### src/rtl/trs80_dl_pkg.sv
// Shared types and defaults for the ioctl download buffer.
// Holds the FSM state enum, FIFO entry layout and default sizing.
package trs80_dl_pkg;

    localparam int DL_DEPTH       = 16;
    localparam int DL_WAIT_MARGIN = 4;
    localparam int DL_AW          = 16;
    localparam int DL_IW          = 16;

    typedef enum logic [1:0] {
        IDLE,
        FILL,
        DRAIN,
        DONE
    } dl_state_t;

    // The wrapper packs {addr, data} in this order for any AW.
    typedef struct packed {
        logic [DL_AW-1:0] addr;
        logic [7:0]       data;
    } dl_entry_t;

endpackage

### src/rtl/sync_fifo_fwft.sv
// Single-clock first-word-fall-through FIFO, async active-high reset.
// Ports: push/wdata, pop/rdata, full, empty, free (entries available).
module sync_fifo_fwft #(
    parameter int DEPTH = 16,
    parameter int W     = 24
) (
    input  logic                   clk_sys,
    input  logic                   reset,
    input  logic                   push,
    input  logic [W-1:0]           wdata,
    input  logic                   pop,
    output logic [W-1:0]           rdata,
    output logic                   full,
    output logic                   empty,
    output logic [$clog2(DEPTH):0] free
);

    localparam int PW = $clog2(DEPTH);
    localparam int CW = PW + 1;

    logic [W-1:0]  mem [DEPTH];
    logic [PW-1:0] wptr;
    logic [PW-1:0] rptr;
    logic [CW-1:0] count;
    logic          do_push;
    logic          do_pop;

    // Flags come from the registered count only, so a pop in the
    // same cycle never makes room for a push into a full FIFO.
    assign full    = (count == CW'(DEPTH));
    assign empty   = (count == '0);
    assign free    = CW'(DEPTH) - count;
    assign do_push = push & ~full;
    assign do_pop  = pop & ~empty;
    assign rdata   = mem[rptr];

    always_ff @(posedge clk_sys) begin
        if (do_push) begin
            mem[wptr] <= wdata;
        end
    end

    always_ff @(posedge clk_sys or posedge reset) begin
        if (reset) begin
            wptr  <= '0;
            rptr  <= '0;
            count <= '0;
        end else begin
            if (do_push) begin
                wptr <= wptr + PW'(1);
            end
            if (do_pop) begin
                rptr <= rptr + PW'(1);
            end
            count <= count + CW'(do_push) - CW'(do_pop);
        end
    end

endmodule

### src/rtl/ioctl_dl_buffer.sv
// Elastic buffer from the hps_io ioctl download port to a valid/ready
// consumer. Ports: ioctl_* in, ioctl_wait out, dl_* stream and framing.
module ioctl_dl_buffer
    import trs80_dl_pkg::*;
#(
    parameter int DEPTH       = DL_DEPTH,
    parameter int AW          = DL_AW,
    parameter int IW          = DL_IW,
    parameter int WAIT_MARGIN = DL_WAIT_MARGIN
) (
    input  logic          clk_sys,
    input  logic          reset,
    input  logic          ioctl_download,
    input  logic          ioctl_wr,
    input  logic [AW-1:0] ioctl_addr,
    input  logic [7:0]    ioctl_dout,
    input  logic [IW-1:0] ioctl_index,
    output logic          ioctl_wait,
    output logic          dl_valid,
    input  logic          dl_ready,
    output logic [AW-1:0] dl_addr,
    output logic [7:0]    dl_data,
    output logic [IW-1:0] dl_index,
    output logic          dl_active,
    output logic          dl_done,
    output logic [AW:0]   dl_bytes,
    output logic [7:0]    dl_sum,
    output logic          dl_overflow
);

    localparam int CW = $clog2(DEPTH) + 1;
    localparam int EW = AW + 8;

    dl_state_t     state;
    dl_state_t     state_nx;
    logic          dl_prev;
    logic          pending;
    logic          rise;
    logic          start;
    logic          push_req;
    logic          acc;
    logic          rej;
    logic          full;
    logic          empty;
    logic [CW-1:0] free;
    logic [EW-1:0] rdata;

    assign rise     = ioctl_download & ~dl_prev;
    // A pending start is taken as soon as the previous frame retires.
    assign start    = (state == IDLE) & (rise | pending);
    assign push_req = ioctl_download & ioctl_wr
                    & (start | (state == FILL));
    assign acc      = push_req & ~full;
    assign rej      = push_req & full;

    sync_fifo_fwft #(
        .DEPTH (DEPTH),
        .W     (EW)
    ) u_fifo (
        .clk_sys (clk_sys),
        .reset   (reset),
        .push    (push_req),
        .wdata   ({ioctl_addr, ioctl_dout}),
        .pop     (dl_ready),
        .rdata   (rdata),
        .full    (full),
        .empty   (empty),
        .free    (free)
    );

    assign dl_valid   = ~empty;
    assign dl_addr    = rdata[EW-1:8];
    assign dl_data    = rdata[7:0];
    assign dl_done    = (state == DONE);
    assign dl_active  = (state != IDLE);
    assign ioctl_wait = (free <= CW'(WAIT_MARGIN)) | pending;

    always_comb begin
        state_nx = state;
        case (state)
            IDLE:    if (start) state_nx = FILL;
            // Level test also covers a download that ended while pending.
            FILL:    if (!ioctl_download) state_nx = DRAIN;
            DRAIN:   if (empty && !acc) state_nx = DONE;
            DONE:    state_nx = IDLE;
            default: state_nx = IDLE;
        endcase
    end

    always_ff @(posedge clk_sys or posedge reset) begin
        if (reset) begin
            state       <= IDLE;
            dl_prev     <= 1'b1;
            pending     <= 1'b0;
            dl_index    <= '0;
            dl_bytes    <= '0;
            dl_sum      <= '0;
            dl_overflow <= 1'b0;
        end else begin
            state   <= state_nx;
            dl_prev <= ioctl_download;
            if (start) begin
                pending  <= 1'b0;
                dl_index <= ioctl_index;
            end else if (rise && (state == DRAIN || state == DONE)) begin
                pending <= 1'b1;
            end
            if (start) begin
                dl_bytes    <= acc ? (AW+1)'(1) : '0;
                dl_sum      <= acc ? ioctl_dout : 8'h00;
                dl_overflow <= rej;
            end else begin
                if (acc) begin
                    dl_bytes <= dl_bytes + (AW+1)'(1);
                    dl_sum   <= dl_sum + ioctl_dout;
                end
                if (rej) begin
                    dl_overflow <= 1'b1;
                end
            end
        end
    end

endmodule

### config.mk
export PLATFORM = sky130hd
export DESIGN_NAME = ioctl_dl_buffer
export DESIGN_NICKNAME = d
export VERILOG_FILES = /design/src/rtl/trs80_dl_pkg.sv /design/src/rtl/sync_fifo_fwft.sv /design/src/rtl/ioctl_dl_buffer.sv
export SDC_FILE = /design/constraint.sdc
export NUM_CORES = 1
export LEC_CHECK = 0
export ABC_AREA = 1
export BUFFER_PORTS_ARGS = -buffer_cell sky130_fd_sc_hd__buf_4
export CORE_ASPECT_RATIO = 0.5
export CORE_MARGIN = 5
export CORE_UTILIZATION = 38
export DETAILED_ROUTE_END_ITERATION = 10
export PLACE_DENSITY = 0.56
export REMOVE_ABC_BUFFERS = 1
export SETUP_SLACK_MARGIN = 0.3
export SLEW_MARGIN = 10
export SYNTH_ARGS = -nofsm -noshare
export SYNTH_HDL_FRONTEND = slang
export SYNTH_SLANG_ARGS = --single-unit
### constraint.sdc
create_clock -name clk_sys -period 3.2 [get_ports clk_sys]
set_input_delay 0.16 -clock clk_sys [delete_from_list [all_inputs] [get_ports clk_sys]]
set_output_delay 0.16 -clock clk_sys [all_outputs]
set_load 0.02 [all_outputs]
==> impl_results.md <==
- Iteration-0 DRC Markers: 1099
- Syn avg cell area: 12.28 um2
- Adder-cell share of the synthesized area: 1.976%
- Worst Setup End Kind: flip-flop
- Internal Power: 11.89 mW
- Layout area overhead: 19.21%
- Avg WL per Cell: 19.83 um
- Clock sinks: 443
- CP max FO: 16
- Worst EP required: 3460 ps
- Worst Skew: 24.32 ps
- Routed Antenna Nets: 0
- Main combinational cell family by area after synthesis: compound AO/OA/AOI/OAI gates
- Pwr dens: 865.1 nW/um2
- Final nets: 1734
- Clock transition at path regs: 60 ps
- Synth Flop Type: edfxtp_1
- WL final: 46.47 mm
- TritonCTS clock tree: yes
- Via count: 12230
- Cell count after synthesis: 1505
- HP Class: in2reg
- First-pass GRT wire length: 72.14 mm
- Largest net degree at the start of global routing: 130
- Gpl congestion: 0.7652
- Num CTS Buffers: 42
- Final min period: 2701 ps
- Worst vdd ir: 582.8 uV
- ANT cells: 0
- Fin crit share: 84.41%
- Post-synthesis simple-gate area fraction: 10.82%
- Final-report max-slew violation count: 0
- Antenna violations before repair: 0
- DP HPWL: 25.92 mm
- Synth top area share: 62.38%
- Pleak: 7.882 nW
- Seq pwr share: 36.5%
- Asr flop ratio synth: 13.32%
- Total track usage: 17.08%
- Chip Height: 166.0 um
- CP arrival: 2960 ps
- Fmax: 370.2 MHz
- Clk_lat worst skew: 560 ps
- Max_cap viols: 0
- Synth area leaders: edfxtp_1 62%, dfrtp_1 7.9%, o21ai_0 5.4%
- Net Sw Power: 7.176 mW
- Status: finished clean
- WS Path Type: reg2reg
- Vias in the first global route: 12170
- Multi-input logic area: 4822 um2
- Distinct cells, synth: 39
- Logic gate share of total power: 37.2%
- Ys Warns: 0
- Initial Util: 38.29%
- Routed vias/inst: 5.217
- H-tree Lvls: 2
- Worst-Margin Slew: 1041 ps
- Most frequent cells after synthesis: 384 x edfxtp_1, 258 x nor2_1, 200 x o21ai_0
- EDFF count, synth: 384
- # DRC: 0
- Dpl cells: 2223
- Row count: 57
- Endpoints failing setup: 0
- Final Hold Viols: 0
- Most common cell in the synthesized netlist: edfxtp_1
- Layout fillers: 4347
- Core area: 48280 um2
- Layout cell share with drive strength beyond 1: 15.10%
- Die X: 321.9 um
- Synthesized area: 18490 um2
- Switching share of power: 37.64%
- Xor and xnor area share after synthesis: 0.7580%
- CTS max path bufs: 3
- #FFs+latches synth: 443
- Cell taking the most area after synthesis: edfxtp_1
- Port Buffers: 114
- Power share of the clock group: 26.2%
- Register area share after synthesis: 70.37%
- CP startpoint kind: flip-flop
- Root Driver: clkbuf_16
- FF/Latch Area: 13020 um2
- Slew HR: 30.58%
- Ports: 115
- Non-Filler Instances: 2344
- DIE AREA: 53430 um2
- RSZ-0062 raised after global routing: false
- Mux share of post-synthesis cell area: 0%
- Final core occ: 45.65%
- Compound-gate portion of the synthesized area: 11.82%
- Grt total ovfl: 0
- Drt pass-1 iters: 6
==> worst max-delay path, cell delays in order (launching register included) <==
cell	delay (ps)
dfrtp_1	390
inv_1	90
ha_1	190
nor3b_4	150
ha_1	260
inv_1	120
nand3_4	80
inv_2	190
nand2_1	280
nor2_4	400
buf_12	230
==> cell families after synthesis <==
group	after synthesis
AOI/OAI and AO/OA	366
and+or+nand+nor	492
DFF	443
buffers and inverters	160
xor gates and xnor gates	16
adders and majority gates	28
==> cells in the final DEF, fill, tap and decap left out, drive strengths merged <==
cell	instances
a21oi	12
xor2	16
a21o	1
o22ai	25
or2	1
bufinv	4
o31ai	2
o221ai	42
o21ai	228
nor3b	1
nand3	44
o21bai	1
inv	71
clkinv	18
dlygate4sd3	43
o211ai	54
nor3	8
clkinvlp	2
nand2	161
nor2	258
buf	159
fa	2
ha	26
nand4	19
clkbuf	53
edfxtp	384
dfstp	1
a32o	1
dfrtp	58
==> area by class of cell <==
type	count	share of cell area [%]
Timing Repair Buffer	202	7.937
Multi-Input combinational cell	902	21.88
Clock inverter	25	1.215
Clock buffer	53	5.002
Sequential cell	443	59.07
Tap cell	649	3.685
Inverter	70	1.215
==> power by group through the flow <==
stage	registers (mW)	logic [mW]	clock network (mW)
5_1_grt	7.01	7.87	5.39
4_1_cts	6.96	7.18	5.13
3_3_place_gp	7.07	7.08	0
6_report	6.97	7.09	5.00
3_5_place_dp	7.08	7.12	0
2_1_floorplan	7.59	3.62	0
==> what timing repair did <==
action,in CTS,in global routing
setup endpoints to repair,0,1
resized for setup,0,6
hold endpoints to repair,438,0
buffers inserted,0,0
hold buffers,43,0
==> final timing paths <==
kind,startpoint,end,cells after the start,slack [ps]
max in group asynchronous,reset,dl_bytes[15]$_DFFE_PP0P_,4,1980
min reg2reg,dl_index[12]$_DFFE_PP0P_,dl_index[12]$_DFFE_PP0P_,2,480
min,ioctl_wr,dl_overflow$_DFFE_PP0P_,4,120
max,u_fifo.count[3]$_DFF_PP0_,u_fifo.mem[5][19]$_DFFE_PP_,10,500
min in group asynchronous,reset,u_fifo.rptr[0]$_DFFE_PP0P_,3,320
max reg2reg,u_fifo.count[3]$_DFF_PP0_,u_fifo.mem[5][19]$_DFFE_PP_,10,500
==> sequential cells by signal, summed over array words and instances (netlist names) <==
name,flops
dl_bytes,17
dl_index,16
dl_overflow,1
dl_prev,1
dl_sum,8
pending,1
state,2
u_fifo.count,5
u_fifo.mem,384
u_fifo.rptr,4
u_fifo.wptr,4
==> per-stage QoR <==
| stage | area [um2] | setup TNS [ps] | power [mW] | hold slack [ps] | setup WS, ps |
|---|---|---|---|---|---|
| 3_5_place_dp | 20220 | 0 | 14.20 | 297.7 | 337.8 |
| 2_1_floorplan | 17970 | -53640 | 11.21 | 164.5 | -1800 |
| 4_1_cts | 22020 | 0 | 19.27 | 114.5 | 323.8 |
| 5_1_grt | 22040 | 0 | 20.27 | 148.3 | 281.6 |
| 6_report | 22040 | 0 | 19.07 | 121.5 | 499.0 |
| 3_3_place_gp | 20220 | 0 | 14.16 | 298.2 | 417.9 |
==> layer usage <==
metal / up-vias / global-route usage [%] / share of wire [%]
met5: - / 0 / 0
met3: 54 / 2.411 / 5.1
met4: 0 / 3.643 / 1.6
met1: 6052 / 25.10 / 46
met2: 348 / 27.30 / 47
li1: 5775 / - / -
(Power assumes the default switching activity.)
